**config.mk**
```make
export PLATFORM = sky130hd
export DESIGN_NAME = servo_pwm_capture
export DESIGN_NICKNAME = d
export VERILOG_FILES = /design/src/rtl/servo_pwm_capture.sv
export SDC_FILE = /design/constraint.sdc
export NUM_CORES = 1
export LEC_CHECK = 0
export ABC_CLOCK_PERIOD_IN_PS = 10000
export CORE_MARGIN = 1.5
export CORE_UTILIZATION = 45
export CTS_CLUSTER_DIAMETER = 60
export DETAILED_ROUTE_END_ITERATION = 16
export HOLD_SLACK_MARGIN = 0.15
export PLACE_DENSITY = 0.63
export SLEW_MARGIN = 10
export SYNTH_ARGS = -nofsm -noshare
export SYNTH_HDL_FRONTEND = slang
export SYNTH_SLANG_ARGS = --single-unit
```
**constraint.sdc**
```tcl
create_clock -name clk_i -period 10 [get_ports clk_i]
set_input_delay 2 -clock clk_i [delete_from_list [all_inputs] [get_ports clk_i]]
set_output_delay 2 -clock clk_i [all_outputs]
set_load 0.02 [all_outputs]
```
**src/rtl/servo_pwm_capture.sv**
```systemverilog
// Servo PWM receiver: measures high time and period of pwm_in_i, validates each
// frame against timing windows and converts the accepted width to a 0..100 position.
module servo_pwm_capture #(
  parameter int PERIOD_CYCLES = 1_000_000,
  parameter int MIN_PULSE     = 25_000,
  parameter int MAX_PULSE     = 125_000,
  parameter int PERIOD_TOL    = 50_000,
  parameter int PULSE_TOL     = 2_500,
  parameter int CNT_W         = 21
) (
  input  logic             clk_i,
  input  logic             rst_i,
  input  logic             en_i,
  input  logic             pwm_in_i,
  output logic [6:0]       position_o,
  output logic             pos_valid_o,
  output logic [CNT_W-1:0] pulse_width_o,
  output logic             err_pulse_o,
  output logic             err_period_o,
  output logic             signal_lost_o
);

  localparam int DEN   = MAX_PULSE - MIN_PULSE;
  localparam int NUM_W = $clog2(DEN * 100 + 1);
  localparam int WW    = NUM_W + 7;

  localparam logic [CNT_W-1:0] PER_MIN = CNT_W'(PERIOD_CYCLES - PERIOD_TOL);
  localparam logic [CNT_W-1:0] PER_MAX = CNT_W'(PERIOD_CYCLES + PERIOD_TOL);
  localparam logic [CNT_W-1:0] PER_TO  = CNT_W'(PERIOD_CYCLES + PERIOD_TOL + 1);
  localparam logic [CNT_W-1:0] W_MIN   = CNT_W'(MIN_PULSE - PULSE_TOL);
  localparam logic [CNT_W-1:0] W_MAX   = CNT_W'(MAX_PULSE + PULSE_TOL);
  localparam logic [CNT_W-1:0] HI_TO   = CNT_W'(MAX_PULSE + PULSE_TOL + 1);
  localparam logic [CNT_W-1:0] CL_LO   = CNT_W'(MIN_PULSE);
  localparam logic [CNT_W-1:0] CL_HI   = CNT_W'(MAX_PULSE);

  typedef enum logic [1:0] {WAIT_RISE, MEAS_HIGH, MEAS_LOW} state_t;

  // ---------------- input conditioning ----------------
  logic s1_q, s2_q, s3_q;
  logic rise, fall;

  always_ff @(posedge clk_i or posedge rst_i) begin
    if (rst_i) begin
      s1_q <= 1'b0;
      s2_q <= 1'b0;
      s3_q <= 1'b0;
    end else begin
      s1_q <= pwm_in_i;
      s2_q <= s1_q;
      s3_q <= s2_q;
    end
  end

  assign rise = s2_q & ~s3_q;
  assign fall = ~s2_q & s3_q;

  // ---------------- measurement FSM ----------------
  state_t           state_q, state_d;
  logic [CNT_W-1:0] hi_q, hi_d, per_q, per_d, idle_q, idle_d, width_q, width_d;
  logic             start_div, set_lost, str_pulse, str_period;
  logic             per_ok, width_ok;

  assign per_ok   = (per_q >= PER_MIN) && (per_q <= PER_MAX);
  assign width_ok = (width_q >= W_MIN) && (width_q <= W_MAX);

  always_comb begin
    state_d    = state_q;
    hi_d       = hi_q;
    per_d      = per_q;
    idle_d     = idle_q;
    width_d    = width_q;
    start_div  = 1'b0;
    set_lost   = 1'b0;
    str_pulse  = 1'b0;
    str_period = 1'b0;
    if (!en_i) begin
      state_d = WAIT_RISE;
      hi_d    = '0;
      per_d   = '0;
      idle_d  = '0;
      width_d = '0;
    end else begin
      case (state_q)
        WAIT_RISE: begin
          if (rise) begin
            hi_d    = CNT_W'(1);
            per_d   = CNT_W'(1);
            idle_d  = '0;
            state_d = MEAS_HIGH;
          end else if (idle_q == PER_MAX) begin
            set_lost = 1'b1;
          end else begin
            idle_d = idle_q + 1'b1;
          end
        end
        MEAS_HIGH: begin
          // a fall landing on the timeout cycle still counts as a measured width
          if (fall) begin
            width_d = hi_q;
            per_d   = per_q + 1'b1;
            state_d = MEAS_LOW;
          end else if (hi_q == HI_TO) begin
            str_pulse = 1'b1;
            hi_d      = '0;
            per_d     = '0;
            idle_d    = '0;
            state_d   = WAIT_RISE;
          end else begin
            hi_d  = hi_q + 1'b1;
            per_d = per_q + 1'b1;
          end
        end
        MEAS_LOW: begin
          if (rise) begin
            if (!per_ok)        str_period = 1'b1;
            else if (!width_ok) str_pulse  = 1'b1;
            else                start_div  = 1'b1;
            hi_d    = CNT_W'(1);
            per_d   = CNT_W'(1);
            state_d = MEAS_HIGH;
          end else if (per_q == PER_TO) begin
            str_period = 1'b1;
            set_lost   = 1'b1;
            hi_d       = '0;
            per_d      = '0;
            idle_d     = '0;
            state_d    = WAIT_RISE;
          end else begin
            per_d = per_q + 1'b1;
          end
        end
        default: state_d = WAIT_RISE;
      endcase
    end
  end

  always_ff @(posedge clk_i or posedge rst_i) begin
    if (rst_i) begin
      state_q <= WAIT_RISE;
      hi_q    <= '0;
      per_q   <= '0;
      idle_q  <= '0;
      width_q <= '0;
    end else begin
      state_q <= state_d;
      hi_q    <= hi_d;
      per_q   <= per_d;
      idle_q  <= idle_d;
      width_q <= width_d;
    end
  end

  // ---------------- width to position divider ----------------
  logic             busy_q;
  logic [2:0]       step_q;
  logic [WW-1:0]    rem_q, dsh_q, rem_nx, num_ld;
  logic [5:0]       quo_q;
  logic [6:0]       quo_nx;
  logic [CNT_W-1:0] pw_q, clamped;
  logic             ge, done;

  assign clamped = (width_q < CL_LO) ? CL_LO : ((width_q > CL_HI) ? CL_HI : width_q);
  assign num_ld  = WW'(clamped - CL_LO) * WW'(100);
  assign ge      = rem_q >= dsh_q;
  assign rem_nx  = ge ? (rem_q - dsh_q) : rem_q;
  assign quo_nx  = {quo_q, ge};
  assign done    = en_i && busy_q && (step_q == 3'd6);

  // Quotient never exceeds 100, so seven restoring steps from den<<6 suffice.
  always_ff @(posedge clk_i or posedge rst_i) begin
    if (rst_i) begin
      busy_q <= 1'b0;
      step_q <= '0;
      rem_q  <= '0;
      dsh_q  <= '0;
      quo_q  <= '0;
      pw_q   <= '0;
    end else if (!en_i) begin
      busy_q <= 1'b0;
    end else if (start_div && !busy_q) begin
      busy_q <= 1'b1;
      step_q <= '0;
      rem_q  <= num_ld;
      dsh_q  <= WW'(DEN) << 6;
      quo_q  <= '0;
      pw_q   <= width_q;
    end else if (busy_q) begin
      rem_q  <= rem_nx;
      dsh_q  <= dsh_q >> 1;
      quo_q  <= quo_nx[5:0];
      step_q <= step_q + 3'd1;
      if (step_q == 3'd6) busy_q <= 1'b0;
    end
  end

  // ---------------- output registers ----------------
  logic [6:0]       position_q;
  logic [CNT_W-1:0] pulse_width_q;
  logic             pos_valid_q, err_pulse_q, err_period_q, signal_lost_q;

  always_ff @(posedge clk_i or posedge rst_i) begin
    if (rst_i) begin
      position_q    <= '0;
      pulse_width_q <= '0;
      pos_valid_q   <= 1'b0;
      err_pulse_q   <= 1'b0;
      err_period_q  <= 1'b0;
      signal_lost_q <= 1'b1;
    end else begin
      pos_valid_q  <= done;
      err_pulse_q  <= str_pulse;
      err_period_q <= str_period;
      if (done) begin
        position_q    <= quo_nx;
        pulse_width_q <= pw_q;
        signal_lost_q <= 1'b0;
      end else if (set_lost) begin
        signal_lost_q <= 1'b1;
      end
    end
  end

  assign position_o    = position_q;
  assign pulse_width_o = pulse_width_q;
  assign pos_valid_o   = pos_valid_q;
  assign err_pulse_o   = err_pulse_q;
  assign err_period_o  = err_period_q;
  assign signal_lost_o = signal_lost_q;

endmodule
```
==> summary.txt, run 1 <==
Run status
  • Status: completed

Logic synthesis
  • Main combinational cell family by area after synthesis: simple AND/OR/NAND/NOR gates
  • Count leader, synth: dfrtp_1
  • Synth area leaders: dfrtp_1 39%, ha_1 9.6%, nand2_1 5.0%
  • Main synth FF type: dfrtp_1
  • Post-Synth Simple-Gate Area: 18.4%
  • Cells after synthesis: 1473
  • Number of synthesized register bits: 206
  • Synthesized area per cell: 9.03 sq um
  • Post-Syn Area: 0.0133 sq mm
  • Number of synthesized flops with an enable pin: 0
  • Mux contribution to synthesized area: 2.96%
  • Post-synthesis adder-cell area fraction: 12.9%
  • Post-synthesis sequential area ratio: 38.8%
  • Synth warn: 0
  • Compound-Gate Fraction of Synth Area: 17.5%
  • Synth async-reset ratio: 100%
  • Count of cell types in the netlist: 77
  • Post-synth top cells: 205 x dfrtp_1, 178 x nand2_1, 130 x o21ai_0
  • Post-Synth XOR/XNOR Area: 4.68%
  • Synth area leader: dfrtp_1
  • Area share of the largest cell type after synthesis: 38.6%

Layout
  • Cell area after layout: 0.0148 sq mm
  • Final nets: 1618
  • Antenna fix cells: 0
  • Share of layout cells above drive strength 1: 6.64%
  • Non-filler cells, final: 1890
  • Final core utilization: 51.4%
  • Area Growth Syn to Fin: 11.6%

Clocking
  • # clock sinks: 206
  • Hold buffers post-CTS: 0
  • Postcts setup bufs: 0
  • CTS clk-pin slew, worst paths: 0.06 ns
  • Clk buf depth: 3
  • Resized Gates After CTS: 0
  • CTS Root Cell: clkbuf_16
  • H-tree Lvls: 1
  • Clk_lat worst skew: 0.52 ns
  • TritonCTS buffer count: 24
  • CTS tree: built

Power
  • Worst VDD drop: 0.121 mV
  • Cell Pwr Density: 131 mW/mm^2
  • Static leakage: 7.16 nW
  • Total Power: 1.95 mW

Die
  • Die height: 175 microns
  • Starting Density: 46.1%
  • Core area: 0.0289 sq mm
  • I/O pin cnt: 36
  • Die Footprint: 0.0306 sq mm
  • Die width: 175 microns
  • Site row count: 62

Worst setup path
  • Critical path type: flop to flop
  • Worst reg-to-reg setup slack: 2.52 ns
  • Crit path from: width_q[9]
  • Worst Setup EP: rem_q[27]
  • Worst Setup Start Kind: flop
  • Critical path data arrival time: 7.92 ns
  • R2R Path Start: width_q[9]
  • Critical path endpoint category: flop
  • R2R depth: 26
  • Worst EP required: 10.44 ns
  • Max Fanout on Critical Path: 12
  • Worst R2R End: rem_q[27]

Timing
  • Fin crit share: 74.8%
  • Fin Setup TNS: 0 ns
  • Final Hold Fails: 0
  • Final setup vio count: 0
  • Clock Skews: 0.0146 ns
  • Max Transition Viols Final: 0
  • Max transition margin: 27.4%
  • Post-layout minimum cycle time: 7.48 ns
  • Least-Margin Pin Slew: 1.09 ns
  • Achievable Freq: 0.134 GHz
  • RSZ-0062 raised after global routing: false

Placed design
  • GP Congestion: 0.864
  • I/O Buffers: 35
  • Placed Instances: 1848
  • HPWL after DPL: 21200 microns
  • Placed Area: 0.0140 sq mm

Global routing
  • Overflow left after global routing: 0
  • Initial antenna violation count: 0
  • Pin count of the biggest net entering global routing: 134
  • Total GRT Usage: 19.7%
  • Vias in the first global route: 10000
  • First-pass GRT wire length: 50300 microns

Drt
  • Residual DRC: 0
  • Routed WL: 29400 microns
  • Iter 0 DRT Violations: 596
  • WL/cell: 15.5 microns
  • Detailed Routing Iterations Pass 1: 5
  • Final ANT Viol Nets: 0
  • Via Count: 10600
  • Via/cell ratio: 5.58

Flow run
  • Max-Cap Viols: 0

Hold path
  • Path type of the worst min-delay path: flop to flop
## routing by layer
layer  share of wire [%]  global-route usage [%]  wire, microns
met1                  49                    28.3          14300
met2                  45                    31.0          13300
met3                 3.4                    2.74           1010
met4                 2.4                    5.48            695
met5                   0                       0              0
## worst max-delay path: stages (launching register included)
cell and delay [ns]:
dfrtp_1 0.49, or2_1 0.32, nor4_4 0.29, a211oi_1 0.12, a41oi_1 0.82, inv_1 0.25, nand2_1 0.20, nor2_1 0.13
ha_1 0.27, o21a_1 0.16, nor4_1 0.48, xor2_1 0.34, ha_1 0.29, ha_1 0.28, inv_1 0.05, fa_1 0.49
inv_1 0.04, ha_1 0.33, a21oi_1 0.22, nor2_1 0.07, a211oi_1 0.29, a31oi_1 0.17, o311ai_0 0.51, o21ai_0 0.27
xnor2_1 0.23, o22ai_1 0.10, a21oi_1 0.18
## cell families after synthesis
logic type	Yosys count
AOI/OAI and AO/OA	364
xor gates and xnor gates	71
adders and majority gates	124
buffers and inverters	164
DFF	206
muxes	36
other	2
and+or+nand+nor	506
## registers in the layout, summed over array words and instances (netlist names), 21 cells and up
name           cells
width_q           21
idle_q            21
rem_q             31
pulse_width_o     21
dsh_q             23
pw_q              21
hi_q              21
per_q             21
## report_power, final
group	leakage, nW	total, mW	switching [mW]	internal, mW
combinational	3.93	0.183	0.130	0.0531
sequential	2.83	0.862	0.0157	0.847
clock	0.402	0.901	0.346	0.555
total	7.16	1.95	0.492	1.45
## metrics by stage
stage / hold slack (ns) / setup slack [ns]
finish: 0.360 / 2.52
global route: 0.365 / 1.94
CTS: 0.360 / 2.56
detailed placement: 0.347 / 2.58
global placement: 0.332 / 2.79
floorplan: 0.331 / 2.38
## final cells by class
| class | instances | area (sq um) |
|---|---|---|
| Inverter | 103 | 394 |
| Multi-Input combinational cell | 1109 | 7560 |
| Sequential cell | 206 | 5160 |
| Clock inverter | 9 | 138 |
| Timing Repair Buffer | 46 | 433 |
| Fill cell | 2728 | 14000 |
| Clock buffer | 33 | 684 |
| Tap cell | 384 | 480 |
## cells in the final DEF, fill, tap and decap left out, types with 12 or more instances in the layout
cell type,count
clkdlybuf4s50_1,35
nor4_1,16
nand4_1,27
ha_1,102
nand2_1,178
nor2_1,111
inv_1,101
xor2_1,34
o31ai_1,15
nand2b_1,15
a211oi_1,13
a22o_1,25
xnor2_1,37
a21o_1,14
nor3_1,27
dfrtp_1,205
nand3_1,33
a21oi_1,74
mux2_2,27
o21ai_0,130
fa_1,22
or3_1,12
clkbuf_16,24
and3_1,26
## worst min path at each step
stage / from / endpoint / slack [ns] / cells past startpoint
after detailed placement: s1_q / s2_q / 0.35 / 0
final: s1_q / s2_q / 0.36 / 0
after CTS: s1_q / s2_q / 0.36 / 0
after floorplan: s1_q / s2_q / 0.33 / 0
after global routing: s1_q / s2_q / 0.37 / 0
after global placement: s1_q / s2_q / 0.33 / 0
(Power assumes the default switching activity.)
==> run 2, diff against run 1 <==
- ABC_CLOCK_PERIOD_IN_PS: 10000 -> 7300
- clock period: 10 -> 7.3 ns (I/O delays scaled with it)
==> summary.txt, run 2 (synthesis gave the netlist of run 1 again) <==
Power
  • Worst VDD drop: 0.172 mV (+41%)
  • Total Power: 2.69 mW (+38%)
  • Static leakage: 7.18 nW (+0.35%)
  • Cell Pwr Density: 181 mW/mm^2 (+38%)

Worst setup path
  • Max Fanout on Critical Path: 6 (-6)
  • Worst EP required: 7.68 ns (-2.76 ns)
  • Critical path type: flop to flop
  • Worst Setup Start Kind: flop
  • Critical path endpoint category: flop
  • Critical path data arrival time: 7.09 ns (-0.83 ns)

Die
  • Core area: 0.0289 sq mm (unchanged)
  • Die Footprint: 0.0306 sq mm (unchanged)
  • Starting Density: 46.1% (unchanged)
  • I/O pin cnt: 36 (unchanged)
  • Site row count: 62 (unchanged)
  • Die width: 175 microns (unchanged)
  • Die height: 175 microns (unchanged)

Layout
  • Reg with most FFs: rem_q
  • Area Growth Syn to Fin: 12.0%
  • Most frequent cells in the layout: 205 x dfrtp_1, 178 x nand2_1, 130 x o21ai_0, 111 x nor2_1, 102 x ha_1
  • Largest register FFs: 31 (unchanged)
  • Non-filler cells, final: 1895 (+0.26%)
  • Fillers: 2711 (-0.62%)
  • Share of layout cells above drive strength 1: 7.15% (+0.51 points)
  • Final nets: 1622 (+0.25%)
  • Commonest non-fill, non-tap cell in the layout: dfrtp_1
  • Antenna fix cells: 0 (unchanged)
  • Cell area after layout: 0.0149 sq mm (+0.37%)
  • Regs by FF count: rem_q x31, dsh_q x23

Timing
  • Achievable Freq: 0.149 GHz (+11%)
  • Fin Setup TNS: 0 ns (unchanged)
  • Setup ws final: 0.587 ns (-1.93 ns)
  • Final Hold Fails: 0 (unchanged)
  • Least-Margin Pin Slew: 1.18 ns (+0.0911 ns)
  • Post-layout minimum cycle time: 6.71 ns (-0.767 ns)
  • Max transition margin: 21.5% (-6.0 points)
  • Clock Skews: 0.0146 ns (+0.0000838 ns)
  • Max Transition Viols Final: 0 (unchanged)
  • RSZ-0062 raised after global routing: false
  • Fin crit share: 92.0% (+17 points)
  • Final setup vio count: 0 (unchanged)

Clocking
  • CTS clk-pin slew, worst paths: 0.06 ns (about the same)
  • # clock sinks: 206 (unchanged)
  • H-tree Lvls: 1 (unchanged)
  • CTS Root Cell: clkbuf_16
  • Postcts setup bufs: 0 (unchanged)
  • Clk_lat worst skew: 0.52 ns (about the same)
  • CTS tree: built
  • Hold buffers post-CTS: 0 (unchanged)
  • Resized Gates After CTS: 0 (unchanged)
  • TritonCTS buffer count: 24 (unchanged)
  • Clk buf depth: 3 (unchanged)

Flow run
  • Max-Cap Viols: 0 (unchanged)

Placed design
  • HPWL after DPL: 21500 microns (+1.7%)
  • Setup slack at placement: 0.597 ns (-1.99 ns)
  • Placed Area: 0.0140 sq mm (+0.21%)
  • GP Congestion: 0.864 (about the same)
  • Placed Instances: 1852 (+0.22%)
  • I/O Buffers: 35 (unchanged)

Global routing
  • First-pass GRT wire length: 51400 microns (+2.2%)
  • Total GRT Usage: 20.1% (+0.43 points)
  • Overflow left after global routing: 0 (unchanged)
  • Pin count of the biggest net entering global routing: 107 (-20%)
  • Vias in the first global route: 10200 (+2.0%)
  • Initial antenna violation count: 0 (unchanged)

Drt
  • Via/cell ratio: 5.54 (-0.78%)
  • Detailed Routing Iterations Pass 1: 7 (+2)
  • Iter 0 DRT Violations: 683 (+15%)
  • Final ANT Viol Nets: 0 (unchanged)
  • Residual DRC: 0 (unchanged)
  • Via Count: 10500 (-0.52%)
  • WL/cell: 15.8 microns (+1.8%)
  • Routed WL: 30000 microns (+2.1%)

Hold path
  • Path type of the worst min-delay path: flop to flop

Run status
  • Status: completed
## run 2: path summary, 6_finish.rpt
check | slack (ns) | to | cells after the start | from
min reg2reg | 0.36 | s2_q | 0 | s1_q
min | 0.36 | s2_q | 0 | s1_q
max | 0.59 | rem_q[28] | 26 | width_q[20]
max reg2reg | 0.59 | rem_q[28] | 26 | width_q[20]
max in group asynchronous | 4.60 | pw_q[10] | 3 | rst_i
min in group asynchronous | 1.50 | quo_q[4] | 2 | rst_i
## run 2: stage by stage
step | util [%] | hold WS, ns
2_1_floorplan | - | 0.331
3_3_place_gp | 48.7 | 0.332
3_5_place_dp | 48.7 | 0.350
4_1_cts | 51.6 | 0.364
5_1_grt | 51.6 | 0.365
6_report | 51.6 | 0.361
## run 2: area by class of cell
cell class / instances / area [sq um] / area share, %
multi-input cells: 1109 / 7560 / 50.7
flip-flops and latches: 206 / 5160 / 34.6
clock buffers: 29 / 671 / 4.50
well taps: 384 / 480 / 3.23
repair buffers: 50 / 463 / 3.11
inverters: 103 / 394 / 2.65
clock inverters: 14 / 176 / 1.18
## run 2: critical path, cell delays in order, from the launching register on
cell	delay, ns
dfrtp_1	0.40
or4_1	0.66
a211oi_1	0.27
a41oi_1	0.10
inv_1	0.17
nand2_1	0.12
nor2_1	0.35
ha_1	0.29
o21a_1	0.21
nor4_1	0.08
or2_2	0.33
a21boi_0	0.12
o21ai_0	0.32
ha_1	0.30
ha_1	0.29
inv_1	0.05
fa_1	0.49
inv_1	0.04
ha_1	0.35
a21o_1	0.20
a21o_1	0.17
a21o_1	0.18
a2111o_1	0.43
o211ai_1	0.28
o21bai_2	0.12
xnor2_1	0.17
a211oi_2	0.09
## run 2: metal layers
layer	wire [microns]	track usage [%]
met4	603	4.45
met2	13700	32.5
met1	14900	29.1
met3	790	2.11
met5	0	0
## run 2: power by group
group | total (mW) | internal [mW] | switching [mW]
clock network | 1.26 | 0.767 | 0.494
registers | 1.18 | 1.16 | 0.0210
logic | 0.254 | 0.0731 | 0.181
